===== src/rtl/decoder_round_controller.sv =====
// Sequences one decoding round: load a syndrome frame into the grid, offer for a fixed budget,
// then stream one (y, x, match) record per defect in row-major order over valid/ready.
module decoder_round_controller #(
    parameter int unsigned GRID_ROWS         = 4,
    parameter int unsigned GRID_COLS         = 5,
    parameter int unsigned CORDINATE_WIDTH   = 3,
    parameter int unsigned MATCH_VALUE_WIDTH = 6,
    parameter int unsigned SETTLE_CYCLES     = 100,
    parameter int unsigned OFFER_CYCLES      = 2500,
    parameter int unsigned CNT_WIDTH         = 16
) (
    input  logic                                             clk,
    input  logic                                             reset,
    input  logic [GRID_ROWS*GRID_COLS-1:0]                   syndrome_in,
    input  logic                                             syndrome_valid,
    output logic                                             syndrome_ready,
    output logic [GRID_ROWS*GRID_COLS-1:0]                   measurement_value_out,
    output logic                                             measurement_valid_out,
    output logic                                             start_offer,
    output logic                                             stop_offer,
    input  logic [GRID_ROWS*GRID_COLS-1:0]                   measurement_in,
    input  logic [GRID_ROWS*GRID_COLS*MATCH_VALUE_WIDTH-1:0] match_value_in,
    output logic                                             result_valid,
    input  logic                                             result_ready,
    output logic [CORDINATE_WIDTH-1:0]                       result_y,
    output logic [CORDINATE_WIDTH-1:0]                       result_x,
    output logic [MATCH_VALUE_WIDTH-1:0]                     result_match,
    output logic                                             round_done,
    output logic [$clog2(GRID_ROWS*GRID_COLS+1)-1:0]         defect_count
);

    localparam int unsigned N     = GRID_ROWS * GRID_COLS;
    localparam int unsigned IDX_W = (N > 1) ? $clog2(N) : 1;

    typedef enum logic [3:0] {
        StIdle,
        StLoad,
        StSettle,
        StStart,
        StRun,
        StStop,
        StCapture,
        StScan,
        StDone
    } state_e;

    state_e                             state;
    logic [CNT_WIDTH-1:0]               cycle_cnt;
    logic [N-1:0]                       snap_meas;
    logic [N*MATCH_VALUE_WIDTH-1:0]     snap_match;
    logic [IDX_W-1:0]                   scan_idx;
    logic [IDX_W-1:0]                   next_idx;
    logic                               scan_advance;

    assign next_idx = scan_idx + 1'b1;
    // A candidate moves on when nothing is presented (non-defect) or the record was taken.
    assign scan_advance = !result_valid || result_ready;

    always_ff @(posedge clk) begin
        if (reset) begin
            state                 <= StIdle;
            cycle_cnt             <= '0;
            snap_meas             <= '0;
            snap_match            <= '0;
            scan_idx              <= '0;
            syndrome_ready        <= 1'b1;
            measurement_value_out <= '0;
            measurement_valid_out <= 1'b0;
            start_offer           <= 1'b0;
            stop_offer            <= 1'b0;
            result_valid          <= 1'b0;
            result_y              <= '0;
            result_x              <= '0;
            result_match          <= '0;
            round_done            <= 1'b0;
            defect_count          <= '0;
        end else begin
            unique case (state)
                StIdle: begin
                    if (syndrome_valid) begin
                        measurement_value_out <= syndrome_in;
                        measurement_valid_out <= 1'b1;
                        syndrome_ready        <= 1'b0;
                        state                 <= StLoad;
                    end
                end
                StLoad: begin
                    measurement_valid_out <= 1'b0;
                    cycle_cnt             <= '0;
                    state                 <= StSettle;
                end
                StSettle: begin
                    if (cycle_cnt == CNT_WIDTH'(SETTLE_CYCLES - 1)) begin
                        start_offer <= 1'b1;
                        state       <= StStart;
                    end else begin
                        cycle_cnt <= cycle_cnt + 1'b1;
                    end
                end
                StStart: begin
                    start_offer <= 1'b0;
                    cycle_cnt   <= '0;
                    state       <= StRun;
                end
                StRun: begin
                    if (cycle_cnt == CNT_WIDTH'(OFFER_CYCLES - 1)) begin
                        stop_offer <= 1'b1;
                        state      <= StStop;
                    end else begin
                        cycle_cnt <= cycle_cnt + 1'b1;
                    end
                end
                StStop: begin
                    stop_offer <= 1'b0;
                    state      <= StCapture;
                end
                StCapture: begin
                    // Candidate 0 is preloaded straight from the grid so records stay registered.
                    snap_meas    <= measurement_in;
                    snap_match   <= match_value_in;
                    scan_idx     <= '0;
                    result_y     <= '0;
                    result_x     <= '0;
                    result_valid <= measurement_in[0];
                    result_match <= match_value_in[MATCH_VALUE_WIDTH-1:0];
                    defect_count <= '0;
                    state        <= StScan;
                end
                StScan: begin
                    if (scan_advance) begin
                        if (result_valid) begin
                            defect_count <= defect_count + 1'b1;
                        end
                        if (scan_idx == IDX_W'(N - 1)) begin
                            result_valid <= 1'b0;
                            round_done   <= 1'b1;
                            state        <= StDone;
                        end else begin
                            scan_idx     <= next_idx;
                            result_valid <= snap_meas[next_idx];
                            result_match <= snap_match[32'(next_idx) * MATCH_VALUE_WIDTH +:
                                                       MATCH_VALUE_WIDTH];
                            if (result_x == CORDINATE_WIDTH'(GRID_COLS - 1)) begin
                                result_x <= '0;
                                result_y <= result_y + 1'b1;
                            end else begin
                                result_x <= result_x + 1'b1;
                            end
                        end
                    end
                end
                StDone: begin
                    round_done     <= 1'b0;
                    result_y       <= '0;
                    result_x       <= '0;
                    result_match   <= '0;
                    syndrome_ready <= 1'b1;
                    state          <= StIdle;
                end
                default: begin
                    state          <= StIdle;
                    syndrome_ready <= 1'b1;
                end
            endcase
        end
    end

endmodule


===== config.mk =====
export PLATFORM = sky130hd
export DESIGN_NAME = decoder_round_controller
export DESIGN_NICKNAME = d
export VERILOG_FILES = /design/src/rtl/decoder_round_controller.sv
export SDC_FILE = /design/constraint.sdc
export NUM_CORES = 1
export LEC_CHECK = 0
export BUFFER_PORTS_ARGS = -buffer_cell sky130_fd_sc_hd__buf_2
export CORE_UTILIZATION = 45
export CTS_CLUSTER_DIAMETER = 60
export DETAILED_ROUTE_END_ITERATION = 10
export HOLD_SLACK_MARGIN = 0.03
export PLACE_DENSITY_LB_ADDON = 0.3
export SETUP_SLACK_MARGIN = 0.02
export SYNTH_ARGS = -nofsm -noshare
export SYNTH_HDL_FRONTEND = slang
export SYNTH_SLANG_ARGS = --single-unit

===== constraint.sdc =====
create_clock -name clk -period 2.8 [get_ports clk]
set_clock_uncertainty 0.1 [all_clocks]
set_input_delay 0.56 -clock clk [delete_from_list [all_inputs] [get_ports clk]]
set_output_delay 0.56 -clock clk [all_outputs]
set_load 0.02 [all_outputs]

==> impl_results.md <==
- Crit. Startpoint: cycle_cnt[2]$_SDFFE_PP0P_
- # DRC: 0
- Simple-gate share of the synthesized area: 21.0%
- Initial antenna violation count: 1
- Gr ovfl total: 0
- Max-slew violation count: 0
- Yosys reg bits: 208
- IO buf count: 206
- First-pass GRT wire length: 37.7 mm
- Core area: 19700 um2
- Syn Area/Cell: 8.37 um2
- VDD IR-drop max: 0.476 mV
- Clk slew on worst S/H paths: 0.06 ns
- Post-synthesis async set-or-reset flop share: 0%
- Setup violators final: 0
- Hpwl dp: 16.6 mm
- CP Capture Type: flop
- Startpoint Class: flop
- Setup WS pre-CTS: 0.260 ns
- Vias per inst: 5.36
- DR pass1 iterations: 7
- Status: finished clean
- Via Count: 8301
- Vias in the first global route: 7558
- Post-synthesis sequential area ratio: 45.4%
- Fin crit share: 90.8%
- Cts bufs inserted: 23
- R2r startpoint: cycle_cnt[2]$_SDFFE_PP0P_
- I/O pin count: 207
- Fin. Hold Viols: 0
- Setup ws final: 0.258 ns
- Max incr delay on CP: 0.59 ns
- Clk sink count: 208
- Largest family of logic cells by synthesized area: simple AND/OR/NAND/NOR gates
- Worst path cell trace: or4_4, or4_4, a31oi_4, a21boi_0, mux2i_1
- # rows: 51
- CTS H-tree lvls: 1
- Initial Utilization: 46.5%
- Static Leak: 4.10 nW
- Reg area: 4170 um2
- Fillers: 1779
- Slew headroom: 46.6%
- Post-synth top area share: 45.4%
- Ys flop type: dfxtp_1
- Total GRT Usage: 22.9%
- Clock insertion delay at the later pin of the skew report: 0.51 ns
- Post-CTS Hold Fix Bufs: 0
- Gpl congestion: 0.798
- CTS tree: built
- Hold crit path type: input port to flop
- Synth-to-Final Area Change: 22.6%
- Share of layout cells above drive strength 1: 26.0%
- HP Start: measurement_in[8]
- Wire per inst: 15.7 um
- Compound-gate portion of the synthesized area: 17.3%
- Synth Area in XOR/XNOR: 0.573%
- Crit-path slowest cell: or4_4
- Mapped cell area: 9170 um2
- Area of the multi-input gates: 4670 um2
- Post-synthesis mux area share: 10.8%
- Nets@finish: 1436
- Count of different cell masters after synthesis: 62
- Final TNS setup: 0 ns
- Max_cap viols: 0
- Die Height: 145 um
- # Post-CTS Setup Buffers: 0
- RSZ-0062 raised after global routing: false
- Starting DRT DRC Count: 539
- CP Data Arrival Time: 2.83 ns
- Max Freq: 393 MHz
- Setup Crit Path Kind: flop to flop
- Number of antenna-violating nets in the routed design: 0
- Total Wirelength: 24.4 mm
- Crit path time final: 2.54 ns
- Worst Path Max Fanout: 17
- Max clock buf depth: 3
- Yosys top cell by area: dfxtp_1
- Clock Tree Root: clkbuf_16
- Synth Area in Adders: 0.818%
- Number of synthesized flops with an enable pin: 0
- Hold WS: 0.177 ns
- Synth warn: 0
- Pwr Density: 601 nW/um2
- Top cells by area, synth: dfxtp_1 (45%), nand2_1 (14%), a21oi_1 (11%), mux4_2 (8.6%), clkbuf_1 (2.6%)
- Worst-margin pin slew: 0.799 ns
- Cells after Synth: 1096
- Pin count of the biggest net entering global routing: 144
- Mapped Nets: 1266
- Die ar.: 21000 um2
- Register-to-register setup slack: 0.26 ns
- Most frequent CP cell: or4_4
- Die W: 145 um
- CP Data Required Time: 3.09 ns
-- cell families (layout without fill, tap and decap cells) --
family,after synthesis,count (layout)
buf+inv,93,280
compound gates,274,274
flops,208,208
mux,54,54
xor+xnor,6,6
other cells,0,1
simple gates,455,455
fa+ha+maj,6,6
-- per-layer routing --
metal	vias to the layer above	wire length (um)	track usage, %
met1	3848	10800	30.6
met5	-	0	0
met2	268	11400	37.3
li1	4140	-	-
met4	0	585	7.87
met3	45	1540	3.78
-- what timing repair did --
action                                 CTS  global route
gates resized for setup                  0             1
setup endpoints to repair                0             1
endpoints found under the hold margin    0             0
-- Yosys cell counts, types with 2 or more instances --
cell type,count
nor2b_1,2
nor2_1,28
dfxtp_1,208
buf_1,3
nand4bb_1,2
or3_1,9
clkbuf_1,64
nand3b_1,5
or2_2,4
o21ai_1,6
nor3_1,6
a211oi_1,20
a31oi_1,4
o21ai_0,12
nand4_1,2
mux4_2,35
nand2b_1,2
a2111o_1,5
xor2_1,6
inv_1,9
a21o_1,3
a21oi_1,197
mux2i_1,11
nand2_1,350
a311oi_1,7
or4_4,3
nand3_1,16
mux2_2,8
buf_2,14
a21boi_0,2
a31o_2,2
nor4_1,3
or4_1,2
and3_1,6
ha_1,6
and2_1,7
nor3b_1,2
-- sequential cells by signal, summed over array words and instances, names as in the netlist, 4 cells and up --
signal	count
snap_match	120
scan_idx	5
measurement_value_out	20
defect_count	5
result_match	6
cycle_cnt	16
snap_meas	20
state	4
-- worst max-delay path: cells and delay by family, from the launching register on --
kind | cells | cell delay (ns)
AO/OA/AOI/OAI | 2 | 0.65
flip-flops | 1 | 0.35
multiplexers | 1 | 0.14
AND/OR/NAND/NOR | 2 | 1.17
-- through the flow --
step,instances,instance area [um2],util [%],power (W)
final,1549,11200,57.0,0.00676
after global routing,1548,11200,57.0,0.00701
after CTS,1548,11200,57.0,0.00682
after detailed placement,1506,10500,53.0,0.00373
after global placement,1506,10500,53.0,0.00373
after floorplan,1096,9170,-,0.00348
-- final cells by class --
cell class | instances | share of cell area, %
Tap cell | 265 | 2.95
Inverter | 9 | 0.300
Clock inverter | 15 | 1.50
Sequential cell | 208 | 37.0
Clock buffer | 27 | 5.43
Antenna cell | 1 | 0.0223
Timing Repair Buffer | 229 | 11.2
Multi-Input combinational cell | 795 | 41.5
-- power breakdown --
group	internal (W)	switching, W
sequential	0.00303	0.0000493
combinational	0.000233	0.000365
clock	0.00185	0.00124
total	0.00511	0.00165
-- layout by cell type, fill, tap and decap left out, types with 7 or more instances in the layout --
| cell type | count |
|---|---|
| a211oi_1 | 20 |
| a21oi_1 | 197 |
| a311oi_1 | 7 |
| and2_1 | 7 |
| buf_2 | 205 |
| buf_4 | 19 |
| clkbuf_16 | 23 |
| dfxtp_1 | 207 |
| inv_1 | 9 |
| mux2_2 | 8 |
| mux2i_1 | 11 |
| mux4_2 | 35 |
| nand2_1 | 350 |
| nand3_1 | 16 |
| nor2_1 | 28 |
| o21ai_0 | 12 |
| or3_1 | 9 |
-- worst paths after layout --
kind,endpoint,depth (start not counted)
worst min register to register,measurement_value_out[10]$_SDFFE_PP0P_,2
worst max-delay path,cycle_cnt[2]$_SDFFE_PP0P_,5
worst min-delay path,snap_meas[8]$_SDFFE_PP0P_,3
worst max register to register,cycle_cnt[2]$_SDFFE_PP0P_,5
Power figures use the tool's default switching activity.
